`src/rtl/applications_if.sv`:
```
// Grade-evaluation bus: four section grades in, registered classification out.
// APPLICATIONS_TOTAL_OUT_EN adds the registered total to the bus.
interface applications_if #(
    parameter int SUM_W = 10
);
    logic             in_valid;
    logic [7:0]       sect1_grade;
    logic [7:0]       sect2_grade;
    logic [7:0]       sect3_grade;
    logic [7:0]       sect4_grade;
    logic             out_valid;
    logic             failed;
    logic             passed;
    logic             scholarship;
`ifdef APPLICATIONS_TOTAL_OUT_EN
    logic [SUM_W-1:0] total;
`endif

    modport master (
        output in_valid,
        output sect1_grade,
        output sect2_grade,
        output sect3_grade,
        output sect4_grade,
        input  out_valid,
        input  failed,
        input  passed,
`ifdef APPLICATIONS_TOTAL_OUT_EN
        input  total,
`endif
        input  scholarship
    );

    modport slave (
        input  in_valid,
        input  sect1_grade,
        input  sect2_grade,
        input  sect3_grade,
        input  sect4_grade,
        output out_valid,
        output failed,
        output passed,
`ifdef APPLICATIONS_TOTAL_OUT_EN
        output total,
`endif
        output scholarship
    );
endinterface

```
`src/rtl/applications.sv`:
```
// Sums four 8-bit section grades and registers a failed/passed/scholarship verdict.
// Define APPLICATIONS_TOTAL_OUT_EN to also expose the registered total on the bus.
module applications #(
    parameter int PASS_TH  = 100,
    parameter int SCHOL_TH = 200,
    parameter int SUM_W    = 10
) (
    input  logic          clk,
    input  logic          rst_n,
    applications_if.slave bus
);
    localparam logic [SUM_W-1:0] PASS_TH_W  = SUM_W'(PASS_TH);
    localparam logic [SUM_W-1:0] SCHOL_TH_W = SUM_W'(SCHOL_TH);

    logic [SUM_W-1:0] total_c;
    logic             out_valid_d,   out_valid_q;
    logic             failed_d,      failed_q;
    logic             passed_d,      passed_q;
    logic             scholarship_d, scholarship_q;

    assign total_c = SUM_W'(bus.sect1_grade) + SUM_W'(bus.sect2_grade)
                   + SUM_W'(bus.sect3_grade) + SUM_W'(bus.sect4_grade);

    // Flags hold between samples; out_valid only pulses for the cycle after a sample.
    always_comb begin
        out_valid_d   = 1'b0;
        failed_d      = failed_q;
        passed_d      = passed_q;
        scholarship_d = scholarship_q;
        if (bus.in_valid) begin
            out_valid_d   = 1'b1;
            failed_d      = (total_c <  PASS_TH_W);
            passed_d      = (total_c >= PASS_TH_W);
            scholarship_d = (total_c >= SCHOL_TH_W);
        end
    end

    always_ff @(posedge clk or negedge rst_n) begin
        if (!rst_n) begin
            out_valid_q   <= 1'b0;
            failed_q      <= 1'b0;
            passed_q      <= 1'b0;
            scholarship_q <= 1'b0;
        end else begin
            out_valid_q   <= out_valid_d;
            failed_q      <= failed_d;
            passed_q      <= passed_d;
            scholarship_q <= scholarship_d;
        end
    end

    assign bus.out_valid   = out_valid_q;
    assign bus.failed      = failed_q;
    assign bus.passed      = passed_q;
    assign bus.scholarship = scholarship_q;

`ifdef APPLICATIONS_TOTAL_OUT_EN
    logic [SUM_W-1:0] total_d, total_q;

    always_comb begin
        total_d = total_q;
        if (bus.in_valid) begin
            total_d = total_c;
        end
    end

    always_ff @(posedge clk or negedge rst_n) begin
        if (!rst_n) begin
            total_q <= '0;
        end else begin
            total_q <= total_d;
        end
    end

    assign bus.total = total_q;
`endif
endmodule

```
`src/flat_wrapper.sv`:
```
// flat-port wrapper written by rule: the top's interface ports become plain ports
module applications_flat 
#(
    parameter int PASS_TH  = 100,
    parameter int SCHOL_TH = 200,
    parameter int SUM_W    = 10
)
  (clk, rst_n, bus_in_valid, bus_sect1_grade, bus_sect2_grade, bus_sect3_grade, bus_sect4_grade, bus_out_valid, bus_failed, bus_passed, bus_scholarship);
  applications_if #(.SUM_W(SUM_W)) bus_i ();
  input  logic clk;
  input  logic rst_n;
  input wire logic [$bits(bus_i.in_valid)-1:0] bus_in_valid;
  input wire logic [$bits(bus_i.sect1_grade)-1:0] bus_sect1_grade;
  input wire logic [$bits(bus_i.sect2_grade)-1:0] bus_sect2_grade;
  input wire logic [$bits(bus_i.sect3_grade)-1:0] bus_sect3_grade;
  input wire logic [$bits(bus_i.sect4_grade)-1:0] bus_sect4_grade;
  output wire logic [$bits(bus_i.out_valid)-1:0] bus_out_valid;
  output wire logic [$bits(bus_i.failed)-1:0] bus_failed;
  output wire logic [$bits(bus_i.passed)-1:0] bus_passed;
  output wire logic [$bits(bus_i.scholarship)-1:0] bus_scholarship;
  assign bus_i.in_valid = bus_in_valid;
  assign bus_i.sect1_grade = bus_sect1_grade;
  assign bus_i.sect2_grade = bus_sect2_grade;
  assign bus_i.sect3_grade = bus_sect3_grade;
  assign bus_i.sect4_grade = bus_sect4_grade;
  assign bus_out_valid = bus_i.out_valid;
  assign bus_failed = bus_i.failed;
  assign bus_passed = bus_i.passed;
  assign bus_scholarship = bus_i.scholarship;
  applications #(.PASS_TH(PASS_TH), .SCHOL_TH(SCHOL_TH), .SUM_W(SUM_W)) u_core (.clk(clk), .rst_n(rst_n), .bus(bus_i));
endmodule
```
`config.mk`:
```
export PLATFORM = sky130hd
export DESIGN_NAME = applications_flat
export DESIGN_NICKNAME = d
export VERILOG_FILES = /design/src/rtl/applications_if.sv /design/src/rtl/applications.sv /design/src/flat_wrapper.sv
export SDC_FILE = /design/constraint.sdc
export NUM_CORES = 1
export LEC_CHECK = 0
export CAP_MARGIN = 20
export CORE_MARGIN = 5
export CORE_UTILIZATION = 45
export CTS_CLUSTER_DIAMETER = 100
export DETAILED_ROUTE_END_ITERATION = 7
export GPL_TIMING_DRIVEN = 0
export PLACE_DENSITY = 0.85
export SETUP_SLACK_MARGIN = 0.05
export SYNTH_ARGS = -nofsm -noshare
export SYNTH_HDL_FRONTEND = slang
export SYNTH_SLANG_ARGS = --single-unit
```
`constraint.sdc`:
```
create_clock -name clk -period 1 [get_ports clk]
set_clock_uncertainty 0.1 [all_clocks]
set_input_delay 0.15 -clock clk [delete_from_list [all_inputs] [get_ports clk]]
set_output_delay 0.15 -clock clk [all_outputs]
set_load 0.05 [all_outputs]
```
==> flow_summary.yaml, run 1 <==
clock_network:
  clock_latency_ps: 240
  cts_num_sinks: 4
  htreeDepth: 1
  numCtsBuffers: 3
  root_buffer: "clkbuf_4"
  clk_path_buf_depth: 2
  clk_pin_slew_ps: 40
  hold_buffers: 0
  cts_tree: "built"
synthesis:
  synth_top_area_cell: "fa_1"
  syn_inst: 133
  netlist_top_cells_count: "inv_1, ha_1, fa_1, a21oi_1, nor2_1"
  async_reset_ff_share_pct: 100.0
  syn_area_mm2: 0.001107
  yosys_warnings: 0
  ys_ff_latch: 4
  synth_area_leaders: "fa_1, ha_1, inv_1"
  netlist.area_leader.share_pct: 18.08
  synth_cell_types: 37
  synth-edff-count: 0
  synth_most_common_cell: "inv_1"
  synth.avg_cell_area_um2: 8.326
  synth-seq-area-share_pct: 9.040
  syn-num-nets: 194
  synth-main-ff-cell: "dfrtp_1"
sta:
  hold_viol: 0
  rsz0062_at_grt: "yes"
  worst_pin_slew_ps: 313.1
  finalCriticalPeriod_ps: 3226
  fmax_ghz: 0.3100
  fin_ws_ps: -2226
  relSlewSlack_pct: 78.90
  post-route-period-util_pct: 322.6
  slew_viol_final: 0
  setup_viol: 7
finish:
  stdcell_area_mm2: 0.001828
  antennaDiodeCount: 0
  nNetsFinal: 247
  fillCellCount: 154
  stdcell_count: 214
  layout-drive-gt1-share_pct: 34.24
  multi_input_area_mm2: 0.001044
  ff_latch_area_um2: 100.1
  postLayoutCoreUtil_pct: 75.86
  synthToLayoutAreaGrowth_pct: 65.08
placement:
  place.gp.congestion: 0.8329
  port_buffers: 38
  dp_hpwl_mm: 2.408
  dp_cells: 201
  post_dp_cell_area_mm2: 0.001615
  place_ws_ps: -2955
worst_setup_path:
  required_ps: 1060
  crit_path_max_fanout: 6
  crit_buf_inv: 4
  cpPeakStageDelay_ps: 510
  end_kind: "register"
  slowest_stage: "fa_1"
  crit_type: "in -> reg"
  start_kind: "input pin"
  r2r_slack_ps: 60
  cp_top_family: "adder cells"
  path_cells: "buf_8 -> ha_4 -> inv_2 -> fa_2 -> nor2b_2 -> o21ai_2 -> a21boi_1 -> o21ai_1 -> nand2b_1 -> xnor2_2 -> fa_1 -> inv_2 -> ha_4 -> inv_4 -> o21bai_4 -> a41oi_2 -> xor2_2 -> or3b_1 -> a21oi_1"
  cp_data_arrival_time_ps: 3280
floorplanning:
  dieWidth_um: 59.61
  rows: 18
  fp.dieArea_mm2: 0.003553
  ios: 39
  core_mm2: 0.002410
  die_y_um: 59.61
  start_util_pct: 45.95
detailed_routing:
  via_count: 1138
  drtIter0Drc: 10
  avgRoutedWirePerCell_um: 14.88
  first_pass_iters: 4
  viasPerCell: 5.318
  antenna_left: 0
  wl_mm: 3.185
  drc: 0
grt:
  antenna_found_initial: 0
  track_usage_pct: 18.93
  grt_max_degree: 7
  grt_pass1_vias: 1300
  grt_pass1_wl_mm: 5.285
  grt_overflow: 0
power_and_ir_drop:
  clock_power_share_pct: 6.7
  p_leak_nw: 0.8662
  p_int_mw: 1.512
  seq_power_share_pct: 7.7
  p_comb_share_pct: 85.6
  p_switching_mw: 1.437
  finalPower_mw: 2.949
  switching_share_pct: 48.74
  ir_drop_mv: 1.306
  pwr_density_cell_mw_per_mm2: 1613
status:
  status: "finished with violations"
  violations: "setup timing"
flow_run:
  cap_violations: 0
worst_hold_path:
  hold_path_class: "in -> async"
## power by group through the flow
| stage | clock, mW | sequential [mW] | combinational, mW |
|---|---|---|---|
| floorplan | 0 | 0.344 | 1.49 |
| global placement | 0 | 0.218 | 2.03 |
| detailed placement | 0 | 0.221 | 2.12 |
| CTS | 0.199 | 0.225 | 2.37 |
| global route | 0.215 | 0.230 | 2.76 |
| finish | 0.197 | 0.227 | 2.52 |
## logic make-up (layout without fill, tap and decap cells)
group / Yosys count / in the layout / share of synthesized area, %
multiplexers: 1 / 1 / 1.356
buffers and inverters: 41 / 92 / 13.90
AND/OR/NAND/NOR: 21 / 21 / 10.40
adder cells (fa/ha/maj): 26 / 26 / 36.16
XOR/XNOR: 9 / 9 / 7.118
flip-flops: 4 / 4 / 9.040
AO/OA/AOI/OAI: 31 / 31 / 22.04
## registers in the layout, summed over array words and instances (netlist names)
name and count:
u_core.bus.out_valid 1, u_core.bus.failed 1, u_core.bus.passed 1, u_core.bus.scholarship 1
## per-layer routing
metal	vias to the layer above	routed length (um)	GRT usage [%]
met3	12	124	1.961
li1	535	-	-
met1	548	1113	18.93
met4	0	118	4.747
met5	-	0	0
met2	43	1829	39.94
## final timing paths
kind	start	to	cells past startpoint
setup / recovery	bus_sect1_grade[0]	u_core.bus.scholarship$_DFFE_PN0P_	19
max in group asynchronous	rst_n	u_core.bus.passed$_DFFE_PN0P_	1
min in group clk	bus_in_valid	u_core.bus.out_valid$_DFF_PN0_	1
hold / removal	rst_n	u_core.bus.scholarship$_DFFE_PN0P_	1
hold reg to reg	u_core.bus.scholarship$_DFFE_PN0P_	u_core.bus.scholarship$_DFFE_PN0P_	2
setup reg to reg	u_core.bus.passed$_DFFE_PN0P_	u_core.bus.passed$_DFFE_PN0P_	2
## through the flow
stage	hold WS, ps	TNS (ps)
3_5_place_dp	268.3	-10350
2_1_floorplan	-245.6	-6307
3_3_place_gp	256.6	-9898
4_1_cts	27.55	-6555
6_report	20.74	-6604
5_1_grt	36.60	-7139
## worst register-to-register path: cells and delay by family (launching register included)
family / cells / cell delay [ps]
buffers and inverters: 1 / 140
AOI/OAI and AO/OA: 1 / 190
DFF: 1 / 390
## placed cells by master, fill, tap and decap left out, types with 6 or more instances in the layout
cell,n
inv_1,34
clkdlybuf4s50_1,24
buf_4,10
fa_1,8
ha_1,7
ha_4,7
inv_2,6
nor2_1,6
buf_6,6
## repair_timing
item | in CTS | in global routing
resized for setup | 74 | 7
setup buffers | 8 | 2
pin swaps | 22 | 2
setup endpoints to repair | 7 | 7
## layout make-up
type	count	area share [%]
clock buffer	3	1.232
multi-input combinational	88	57.08
timing repair buffer	48	25.60
tap	30	2.053
sequential	4	5.476
inverter	41	8.556
Note: power is estimated with default switching activity, not from simulation.
==> run 2: changes to the inputs <==
PLACE_DENSITY = 0.79   (was 0.85)
==> flow_summary.yaml, run 2 (same netlist as run 1, synthesis figures left out) <==
detailed_routing:
  first_pass_iters: 4
  wl_mm: 3.077
  drtIter0Drc: 38
  drc: 0
  via_count: 1111
  antenna_left: 0
  avgRoutedWirePerCell_um: 14.11
  viasPerCell: 5.096
sta:
  slew_viol_final: 0
  tns_ps: -6367
  fmax_ghz: 0.3224
  worst_pin_slew_ps: 284.2
  rsz0062_at_grt: "yes"
  finalCriticalPeriod_ps: 3102
  hold_viol: 2
  setup_viol: 7
  fin_ws_ps: -2102
  holdWs_ps: -0.4309
  relSlewSlack_pct: 80.85
  post-route-period-util_pct: 310.2
placement:
  dp_cells: 201
  place.gp.congestion: 0.8631
  port_buffers: 38
  dp_hpwl_mm: 2.281
grt:
  grt_pass1_vias: 1262
  grt_overflow: 0
  track_usage_pct: 19.21
  grt_max_degree: 7
  antenna_found_initial: 0
  grt_pass1_wl_mm: 5.319
status:
  status: "finished with violations"
  violations: "hold timing, setup timing"
power_and_ir_drop:
  clock_power_share_pct: 7.0
  switching_share_pct: 46.45
  p_switching_mw: 1.496
  p_int_mw: 1.725
  seq_power_share_pct: 7.0
  ir_drop_mv: 1.189
  p_leak_nw: 0.8786
  p_comb_share_pct: 86.1
  pwr_density_cell_mw_per_mm2: 1732
worst_setup_path:
  required_ps: 1080
  start_kind: "input pin"
  end_kind: "register"
  crit_type: "in -> reg"
  r2r_slack_ps: 60
  crit_path_max_fanout: 3
  cp_data_arrival_time_ps: 3190
clock_network:
  htreeDepth: 1
  root_buffer: "clkbuf_4"
  clock_latency_ps: 260
  clk_path_buf_depth: 2
  cts_tree: "built"
  cts_num_sinks: 4
  clk_pin_slew_ps: 40
  numCtsBuffers: 3
floorplanning:
  ios: 39
  die_y_um: 59.61
  start_util_pct: 45.95
  rows: 18
  core_mm2: 0.002410
  fp.dieArea_mm2: 0.003553
  dieWidth_um: 59.61
finish:
  final_common_cell: "inv_1"
  final_cell_mix: "inv_1, clkdlybuf4s50_1, buf_4"
  nNetsFinal: 251
  antennaDiodeCount: 0
  layout-drive-gt1-share_pct: 36.17
  synthToLayoutAreaGrowth_pct: 67.91
  stdcell_count: 218
worst_hold_path:
  hold_path_class: "in -> async"
flow_run:
  cap_violations: 0
[run 2: cell count changes in the layout (fill, tap and decap cells not counted), sizes merged]
cell	before	now
buf	18	22
clkbuf	3	4
clkdlybuf4s15	2	1
clkdlybuf4s50	24	22
dlygate4sd2	4	6
[run 2: repair_timing]
action | CTS | global route
pin swaps | 25 | 9
resized for setup | 69 | 10
hold buffers | 0 | 0
setup buffers | 10 | 4
setup endpoints to repair | 7 | 7
[run 2: path summary, 6_finish.rpt]
path,from,endpoint,cells past startpoint
setup reg to reg,u_core.bus.failed$_DFFE_PN0P_,u_core.bus.failed$_DFFE_PN0P_,4
setup / recovery,bus_sect1_grade[0],u_core.bus.scholarship$_DFFE_PN0P_,15
hold / removal,rst_n,u_core.bus.scholarship$_DFFE_PN0P_,1
max in group asynchronous,rst_n,u_core.bus.passed$_DFFE_PN0P_,1
min in group clk,bus_in_valid,u_core.bus.out_valid$_DFF_PN0_,1
hold reg to reg,u_core.bus.passed$_DFFE_PN0P_,u_core.bus.passed$_DFFE_PN0P_,2
[run 2: cell type report]
class	instances	area, um2
clock buffers	3	22.52
fillers	170	550.5
inverters	41	156.4
multi-input cells	88	1069
flip-flops and latches	4	100.1
well taps	30	37.54
repair buffers	52	474.2
[run 2: metrics by stage]
| stage | util [%] | area (um2) | power (mW) | worst slack [ps] |
|---|---|---|---|---|
| after global placement | 67.03 | 1615 | 2.253 | -2818 |
| after floorplan | - | 1197 | 1.838 | -2116 |
| after CTS | 74.82 | 1803 | 2.899 | -2108 |
| final | 77.15 | 1859 | 3.220 | -2102 |
| after detailed placement | 67.03 | 1615 | 2.318 | -2903 |
| after global routing | 77.15 | 1859 | 3.463 | -2284 |
[run 2: critical path, stage by stage]
cell     delay (ps)
buf_6            80
ha_4            130
inv_2            40
fa_2            350
buf_4           150
xor2_1          150
fa_1            500
inv_2            60
fa_2            400
a21o_1          250
a21oi_2         180
xnor2_1         180
nor2_1           80
or3b_1          350
a21oi_1         120
[run 2: power by group through the flow]
| stage | logic, mW | registers [mW] | clock network (mW) |
|---|---|---|---|
| finish | 2.77 | 0.224 | 0.224 |
| global route | 3.01 | 0.229 | 0.222 |
| CTS | 2.46 | 0.224 | 0.210 |
| detailed placement | 2.10 | 0.219 | 0 |
| global placement | 2.04 | 0.218 | 0 |
| floorplan | 1.49 | 0.344 | 0 |
[run 2: per-layer routing]
layer  track usage, %  part of all wire (%)
met1            21.09                    37
met5                0                     0
met4            3.797                   1.9
met2            37.60                    57
met3            3.704                   4.5
